==> src/rtl/io_bus_arbiter.sv <==
// Two-master round-robin arbiter for a single shared IO port.
// One transaction in flight: grant, issue one io_en cycle, ack the owner.
module io_bus_arbiter #(
  parameter int ADDR_W = 8,
  parameter int DATA_W = 32
) (
  input  logic              clk,
  input  logic              reset,
  input  logic              m0_req,
  input  logic              m0_we,
  input  logic [ADDR_W-1:0] m0_addr,
  input  logic [DATA_W-1:0] m0_wdata,
  output logic              m0_ack,
  output logic [DATA_W-1:0] m0_rdata,
  input  logic              m1_req,
  input  logic              m1_we,
  input  logic [ADDR_W-1:0] m1_addr,
  input  logic [DATA_W-1:0] m1_wdata,
  output logic              m1_ack,
  output logic [DATA_W-1:0] m1_rdata,
  output logic [ADDR_W-1:0] io_addr,
  output logic              io_en,
  output logic              io_we,
  output logic [DATA_W-1:0] io_data_write,
  input  logic [DATA_W-1:0] io_data_read,
  output logic              busy,
  output logic              owner
);

  typedef enum logic [1:0] {
    IDLE  = 2'd0,
    ISSUE = 2'd1,
    DONE  = 2'd2
  } state_t;

  state_t state, state_nx;

  logic              last_grant;
  logic              we_q;
  logic              any_req;
  logic              win;
  logic [DATA_W-1:0] rdata0_q;
  logic [DATA_W-1:0] rdata1_q;

  // On contention the master that did not win last time gets the bus.
  always_comb begin
    any_req = m0_req | m1_req;
    win     = (m0_req & m1_req) ? ~last_grant : m1_req;
  end

  always_comb begin
    state_nx = state;
    unique case (state)
      IDLE:    if (any_req) state_nx = ISSUE;
      ISSUE:   state_nx = DONE;
      DONE:    state_nx = IDLE;
      default: state_nx = IDLE;
    endcase
  end

  always_ff @(posedge clk) begin
    if (reset) begin
      state         <= IDLE;
      last_grant    <= 1'b1;
      owner         <= 1'b0;
      we_q          <= 1'b0;
      io_addr       <= '0;
      io_data_write <= '0;
      rdata0_q      <= '0;
      rdata1_q      <= '0;
    end else begin
      state <= state_nx;
      if (state == IDLE && any_req) begin
        owner         <= win;
        last_grant    <= win;
        we_q          <= win ? m1_we : m0_we;
        io_addr       <= win ? m1_addr : m0_addr;
        io_data_write <= win ? m1_wdata : m0_wdata;
      end
      if (state == DONE) begin
        if (owner) rdata1_q <= io_data_read;
        else       rdata0_q <= io_data_read;
      end
    end
  end

  // Read data shows through during the ack cycle, then stays captured.
  always_comb begin
    io_en    = (state == ISSUE);
    io_we    = io_en & we_q;
    busy     = (state != IDLE);
    m0_ack   = (state == DONE) & ~owner;
    m1_ack   = (state == DONE) &  owner;
    m0_rdata = m0_ack ? io_data_read : rdata0_q;
    m1_rdata = m1_ack ? io_data_read : rdata1_q;
  end

endmodule

==> config.mk <==
export PLATFORM = sky130hd
export DESIGN_NAME = io_bus_arbiter
export DESIGN_NICKNAME = d
export VERILOG_FILES = /design/src/rtl/io_bus_arbiter.sv
export SDC_FILE = /design/constraint.sdc
export NUM_CORES = 1
export LEC_CHECK = 0
export CAP_MARGIN = 20
export CORE_AREA = 2 2 115 106
export CTS_BUF_LIST = sky130_fd_sc_hd__clkbuf_8
export DETAILED_ROUTE_END_ITERATION = 8
export DIE_AREA = 0 0 117 108
export PLACE_DENSITY = 0.79
export RECOVER_POWER = 50
export SYNTH_ARGS = -nofsm -noshare
export SYNTH_HDL_FRONTEND = slang
export SYNTH_SLANG_ARGS = --single-unit
==> constraint.sdc <==
create_clock -name clk -period 2.1 [get_ports clk]
set_input_delay 0.42 -clock clk [delete_from_list [all_inputs] [get_ports clk]]
set_output_delay 0.42 -clock clk [all_outputs]
set_load 0.02 [all_outputs]
==> metrics.txt, run 1 <==
biggest fanout along the worst timing path=11; YS warnings=0; standby leakage power=0.00319 µW; data required time of the worst path=between 1.5 and 2 ns; maximum count of clock buffers along a single path=2; chip width=117 µm; synthesized area=4460 µm²; count of input and output buffers=approximately 230; HPWL Detailed=around 9.8 mm; total placed cells including tap cells=820; share of the yosys chip area belonging to registers=between 40 and 50%; top-area cell type share of the netlist area=48.9%; leading post-synthesis cells by cell area=sky130_fd_sc_hd__dfxtp_1 49%, sky130_fd_sc_hd__mux2_2 15%, sky130_fd_sc_hd__nor2b_1 9.3%; Hold Path Class=in -> reg; Hold WS=0.408 ns; Synth Net Count=577; CORE AREA=11,300 µm²; WS Path Type=reg -> out; worst endpoint data arrival time=~1.8 ns; maximum number of pins on one net before global-route repair=45; remaining design rule violation count=0; final-report max-slew violation count=0; Starting DRT DRC Count=327; gpl congestion=0.745; count of mapped cells out of synthesis=459; most frequent standard cell in the layout excluding fill and tap cells=sky130_fd_sc_hd__clkdlybuf4s50_1; pre-CTS WS=-0.0666 ns; antenna violations before repair=0; mean instance size in the synthesized netlist=9.71 µm²; global-route wire length before repair=21.3 mm; count of endpoints failing setup in the final report=53; initial core utilization=roughly two fifths; Die Footprint=12,600 µm²; portion of the clock cycle consumed by the worst path in the final layout=106%; TritonCTS buffer count=9; remaining antenna violation count after routing=0; area growth from synthesis to layout=69.5%; fin util=66.6%; Yosys cell types=21; floorplan row count=37; worst setup skew after layout=between 0.009 and 0.01 ns; residual overflow from global routing=0; number of max-cap violations=0; fill cell instance count of the final layout=between 800 and 900; number of top-level pins=228; leading area contributor after synthesis=sky130_fd_sc_hd__dfxtp_1; CTS tree=built; pwr/cell area=around 640 nW/µm²; via count=4,341; total count of hold-check failures in the final report=0; startpoint of the lowest-slack register-to-register path=state[0]$_SDFFE_PP0P_; Setup crit end kind=output pin; Setup TNS=-3.29 ns; TritonRoute pass-1 iters=5; launch point of the worst path=state[0]$_SDFFE_PP0P_; minimum clock period=2.22 ns; kind of launch point of the worst setup path=register; commonest non-fill, non-tap cells in the layout=156 x sky130_fd_sc_hd__clkdlybuf4s50_1, 106 x sky130_fd_sc_hd__dfxtp_1, 82 x sky130_fd_sc_hd__nand2_1; Max rail drop VDD=0.415 mV; Inserted Diodes=0; unrepaired setup endpoints after global routing=yes; upper clock frequency limit=451 MHz; post-synthesis sequential element count=109; height of the die=108 µm; total of hold buffers inserted after clock tree synthesis=0; clock latency on the worst-skew pair=0.38 ns; worst max-slew margin expressed relative to the limit=about 69%; measured slew at the worst slew-check pin=0.461 ns; non-filler instance count after layout=861; final worst slack=-0.119 ns; Total Routing Usage GR=21.8%; run status=complete, but fails checks; level count of the clock H-tree=3; critical hold path startpoint=reset; Routed wire per std cell=between 15 and 20 µm; number of nets in the finished design=818; failing checks=negative setup slack; final wirelength=about 15 mm; ratio of cells with drive above 1 in the final layout=27.5%; clock-pin slew reported for the worst setup and hold paths after clock tree synthesis=0.11 ns; sink count of the clock tree=109; vias in the first global route=4,291; Root Buffer=sky130_fd_sc_hd__clkbuf_8; post-DR vias/cell=between 5 and 6
## metrics by stage
| stage | instance area (µm²) | power (µW) |
|---|---|---|
| final | 7550 | 4840 |
| after global routing | 7550 | 5040 |
| after CTS | 7260 | 4830 |
| after detailed placement | 7000 | 3530 |
| after global placement | 7000 | 3500 |
| after floorplan | 4460 | 2860 |
## synthesized netlist by cell type
master	number
sky130_fd_sc_hd__a21oi_1	42
sky130_fd_sc_hd__nor2b_1	66
sky130_fd_sc_hd__dfxtp_1	109
sky130_fd_sc_hd__buf_4	1
sky130_fd_sc_hd__nand3_1	1
sky130_fd_sc_hd__clkbuf_1	28
sky130_fd_sc_hd__and2_1	1
sky130_fd_sc_hd__a311oi_1	41
sky130_fd_sc_hd__nor2_1	3
sky130_fd_sc_hd__o21ai_0	2
sky130_fd_sc_hd__nand2_1	82
sky130_fd_sc_hd__a21bo_1	1
sky130_fd_sc_hd__nor3_1	1
sky130_fd_sc_hd__nand3b_1	2
sky130_fd_sc_hd__a21boi_1	1
sky130_fd_sc_hd__buf_2	10
sky130_fd_sc_hd__or2_2	1
sky130_fd_sc_hd__inv_1	2
sky130_fd_sc_hd__nor3b_4	1
sky130_fd_sc_hd__mux2_1	3
sky130_fd_sc_hd__mux2_2	61
## sequential cells by signal, indices dropped and copies added (netlist names)
register       flops
io_data_write     32
rdata0_q          32
last_grant         1
we_q               1
owner              1
rdata1_q          32
io_addr            8
state              2
## cells by family after synthesis
family	Yosys count	synth area share [%]
AOI/OAI and AO/OA	87	13.4
buffers and inverters	41	3.82
DFF	109	48.9
muxes	64	16.2
and+or+nand+nor	158	17.7
## cell type report
class	instances	area [µm²]	share of cell area, %
multi-input cells	309	2240	29.7
repair buffers	269	2720	36.0
well taps	156	195	2.58
inverters	2	7.51	0.0994
flip-flops and latches	109	2190	29.0
clock inverters	7	73.8	0.977
clock buffers	9	124	1.64
## where the power goes
part | switching [µW] | internal (µW) | leakage, µW | total [µW]
registers | 62.9 | 2190 | 0.000892 | 2260
clock network | 738 | 558 | 0.0000990 | 1300
logic | 607 | 679 | 0.00220 | 1290
total | 1410 | 3430 | 0.00319 | 4840
## layer usage
metal	share of wire [%]	routed length [µm]	GRT usage, %
met1	39	5710	23.2
met2	50	7330	40.1
met3	10	1470	8.24
met4	1.6	234	5.88
met5	0	0	0
## what timing repair did
| action | in CTS | in global routing |
|---|---|---|
| buffers inserted | 16 | 8 |
| endpoints found under the setup margin | 69 | 65 |
| pin swaps | 1 | 1 |
| gates resized for setup | 327 | 86 |
| gates cloned | 3 | 0 |
## final timing paths
check                                                      end  slack, ns  depth (start not counted)
worst min register to register  io_data_write[23]$_SDFFE_PP0P_       0.52                          2
worst max register to register        rdata1_q[7]$_SDFFE_PP0P_       0.48                          7
worst min-delay path                 rdata0_q[15]$_SDFFE_PP0P_       0.41                          2
worst max-delay path                              m1_rdata[21]      -0.12                          6
## critical path: stages (launching register included)
cell and delay [ns]:
sky130_fd_sc_hd__dfxtp_2 0.35, sky130_fd_sc_hd__nand3b_1 0.21, sky130_fd_sc_hd__buf_6 0.15, sky130_fd_sc_hd__buf_12 0.14, sky130_fd_sc_hd__buf_4 0.14, sky130_fd_sc_hd__mux2_2 0.30, sky130_fd_sc_hd__buf_6 0.14
No activity file was read; power rests on OpenSTA's default activity.
==> run 2: changes to the inputs <==
--- a/config.mk
+++ b/config.mk
@@ -5,12 +5,11 @@
 export SDC_FILE = /design/constraint.sdc
 export NUM_CORES = 1
 export LEC_CHECK = 0
-export CAP_MARGIN = 20
 export CORE_AREA = 2 2 115 106
 export CTS_BUF_LIST = sky130_fd_sc_hd__clkbuf_8
 export DETAILED_ROUTE_END_ITERATION = 8
 export DIE_AREA = 0 0 117 108
-export PLACE_DENSITY = 0.79
+export PLACE_DENSITY = 0.78
 export RECOVER_POWER = 50
 export SYNTH_ARGS = -nofsm -noshare
 export SYNTH_HDL_FRONTEND = slang
==> metrics.txt, run 2 (synthesis gave the netlist of run 1 again) <==
final worst slack=-0.139 ns (-0.0199 ns); vias in the first global route=4,623 (+7.7%); CTS tree=built; via count=4,482 (+3.2%); floorplan row count=37 (unchanged); number of nets in the finished design=834 (+2.0%); worst setup skew after layout=0.0147 ns (+0.00558 ns); Hold Path Class=in -> reg; level count of the clock H-tree=3 (unchanged); failing checks=negative setup slack; portion of the clock cycle consumed by the worst path in the final layout=107% (+0.95 points); area growth from synthesis to layout=79.2%; CORE AREA=11,300 µm² (unchanged); unrepaired setup endpoints after global routing=yes; Total Routing Usage GR=24.2% (+2.4 points); clock-pin slew reported for the worst setup and hold paths after clock tree synthesis=0.10 ns (about the same); total of hold buffers inserted after clock tree synthesis=0 (unchanged); remaining design rule violation count=0 (unchanged); residual overflow from global routing=0 (unchanged); fill cell instance count of the final layout=792 (-7.4%); TritonCTS buffer count=9 (unchanged); data required time of the worst path=1.68 ns (about the same); WS Path Type=reg -> out; run status=complete, but fails checks; gpl congestion=0.758 (+1.7%); HPWL Detailed=9.79 mm (+0.29%); sink count of the clock tree=109 (unchanged); antenna violations before repair=0 (unchanged); standby leakage power=0.00339 µW (+6.1%); most frequent standard cell in the layout excluding fill and tap cells=sky130_fd_sc_hd__clkdlybuf4s50_1; commonest non-fill, non-tap cells in the layout=156 x sky130_fd_sc_hd__clkdlybuf4s50_1, 106 x sky130_fd_sc_hd__dfxtp_1, 82 x sky130_fd_sc_hd__nand2_1; Max rail drop VDD=0.458 mV (+10%); kind of launch point of the worst setup path=register; Setup crit end kind=output pin; Die Footprint=12,600 µm² (unchanged); chip width=117 µm (unchanged); remaining antenna violation count after routing=0 (unchanged); number of top-level pins=228 (unchanged); Cells on Worst Hold Path=2 (unchanged); post-DR vias/cell=5.11 (+1.4%); worst endpoint data arrival time=1.82 ns (+0.02 ns); pre-CTS WS=-0.0722 ns (-0.00562 ns); ratio of cells with drive above 1 in the final layout=29.3% (+1.7 points); minimum clock period=2.24 ns (+0.0199 ns); measured slew at the worst slew-check pin=0.516 ns (+0.0552 ns); maximum number of pins on one net before global-route repair=43 (-4.4%); height of the die=108 µm (unchanged); upper clock frequency limit=447 MHz (-0.89%); Inserted Diodes=0 (unchanged); biggest fanout along the worst timing path=8 (-3); Routed wire per std cell=18.6 µm (+8.8%); final wirelength=16.3 mm (+11%); initial core utilization=39.3% (unchanged); clock latency on the worst-skew pair=0.39 ns (about the same); registers with the highest flip-flop counts=io_data_write (32), rdata0_q (32), rdata1_q (32); cell depth of the worst flop-to-flop path=5 (-2); Root Buffer=sky130_fd_sc_hd__clkbuf_8; count of endpoints failing setup in the final report=59 (+11%); final-report max-slew violation count=0 (unchanged); post-layout total power=4970 µW (+2.8%); worst max-slew margin expressed relative to the limit=65.6% (-3.7 points); count of input and output buffers=227 (unchanged); number of max-cap violations=0 (unchanged); global-route wire length before repair=23.6 mm (+11%); TritonRoute pass-1 iters=5 (unchanged); pwr/cell area=622 nW/µm² (-2.8%); total count of hold-check failures in the final report=0 (unchanged); Starting DRT DRC Count=231 (-29%); maximum count of clock buffers along a single path=2 (unchanged)
==> run 2: cell types whose count changed in the layout (fill, tap and decap cells not counted), sizes merged <==
cell	previous run	this run
clkbuf	9	12
dlygate4sd2	5	3
clkinv	1	0
inv	5	4
buf	107	123
clkdlybuf4s15	0	1
==> run 2: final timing paths <==
check,endpoint,from,slack (ns)
setup / recovery,m0_rdata[20],state[0]$_SDFFE_PP0P_,-0.14
hold / removal,rdata1_q[26]$_SDFFE_PP0P_,reset,0.49
setup reg to reg,io_data_write[14]$_SDFFE_PP0P_,state[0]$_SDFFE_PP0P_,0.45
hold reg to reg,we_q$_SDFFE_PP0P_,we_q$_SDFFE_PP0P_,0.52
==> run 2: power by group <==
group,switching [µW],leakage [µW],total [µW],internal [µW]
Combinational,638,0.00239,1370,728
Sequential,66.5,0.000892,2260,2190
Clock,729,0.000103,1350,617
==> run 2: area by class of cell <==
type / instances / area [µm²] / area share (%)
Inverter: 2 / 7.51 / 0.0940
Sequential cell: 109 / 2190 / 27.4
Multi-Input combinational cell: 309 / 2300 / 28.8
Clock buffer: 11 / 151 / 1.89
Timing Repair Buffer: 285 / 3090 / 38.7
Tap cell: 156 / 195 / 2.44
Clock inverter: 5 / 57.6 / 0.720
==> run 2: routing by layer <==
layer | up-vias | GRT usage [%] | share of wire (%)
met2 | 202 | 43.1 | 51
li1 | 2104 | - | -
met1 | 2147 | 25.1 | 37
met3 | 29 | 11.2 | 10
met4 | 0 | 7.73 | 2.0
met5 | - | 0 | 0
==> run 2: worst max-delay path, stage by stage (launching register included) <==
cell and delay [ns]:
sky130_fd_sc_hd__dfxtp_2 0.35, sky130_fd_sc_hd__nor3b_4 0.23, sky130_fd_sc_hd__buf_6 0.17, sky130_fd_sc_hd__buf_16 0.14
sky130_fd_sc_hd__buf_6 0.10, sky130_fd_sc_hd__mux2_4 0.30, sky130_fd_sc_hd__buf_6 0.13
==> run 2: timing repair <==
action	CTS	global route
resized for setup	401	64
buffers inserted	28	8
pin swaps	1	1
gates cloned	5	1
endpoints found under the setup margin	69	67
==> run 2: metrics by stage <==
stage | instances | TNS [ns] | area, µm² | utilization, % | hold slack, ns
2_1_floorplan | 459 | 0 | 4460 | - | 0.482
3_3_place_gp | 820 | -2.00 | 7000 | 61.7 | 0.501
3_5_place_dp | 820 | -2.69 | 7000 | 61.7 | 0.511
4_1_cts | 869 | -6.54 | 7720 | 68.0 | 0.466
5_1_grt | 877 | -11.19 | 7990 | 70.4 | 0.495
6_report | 877 | -5.43 | 7990 | 70.4 | 0.494
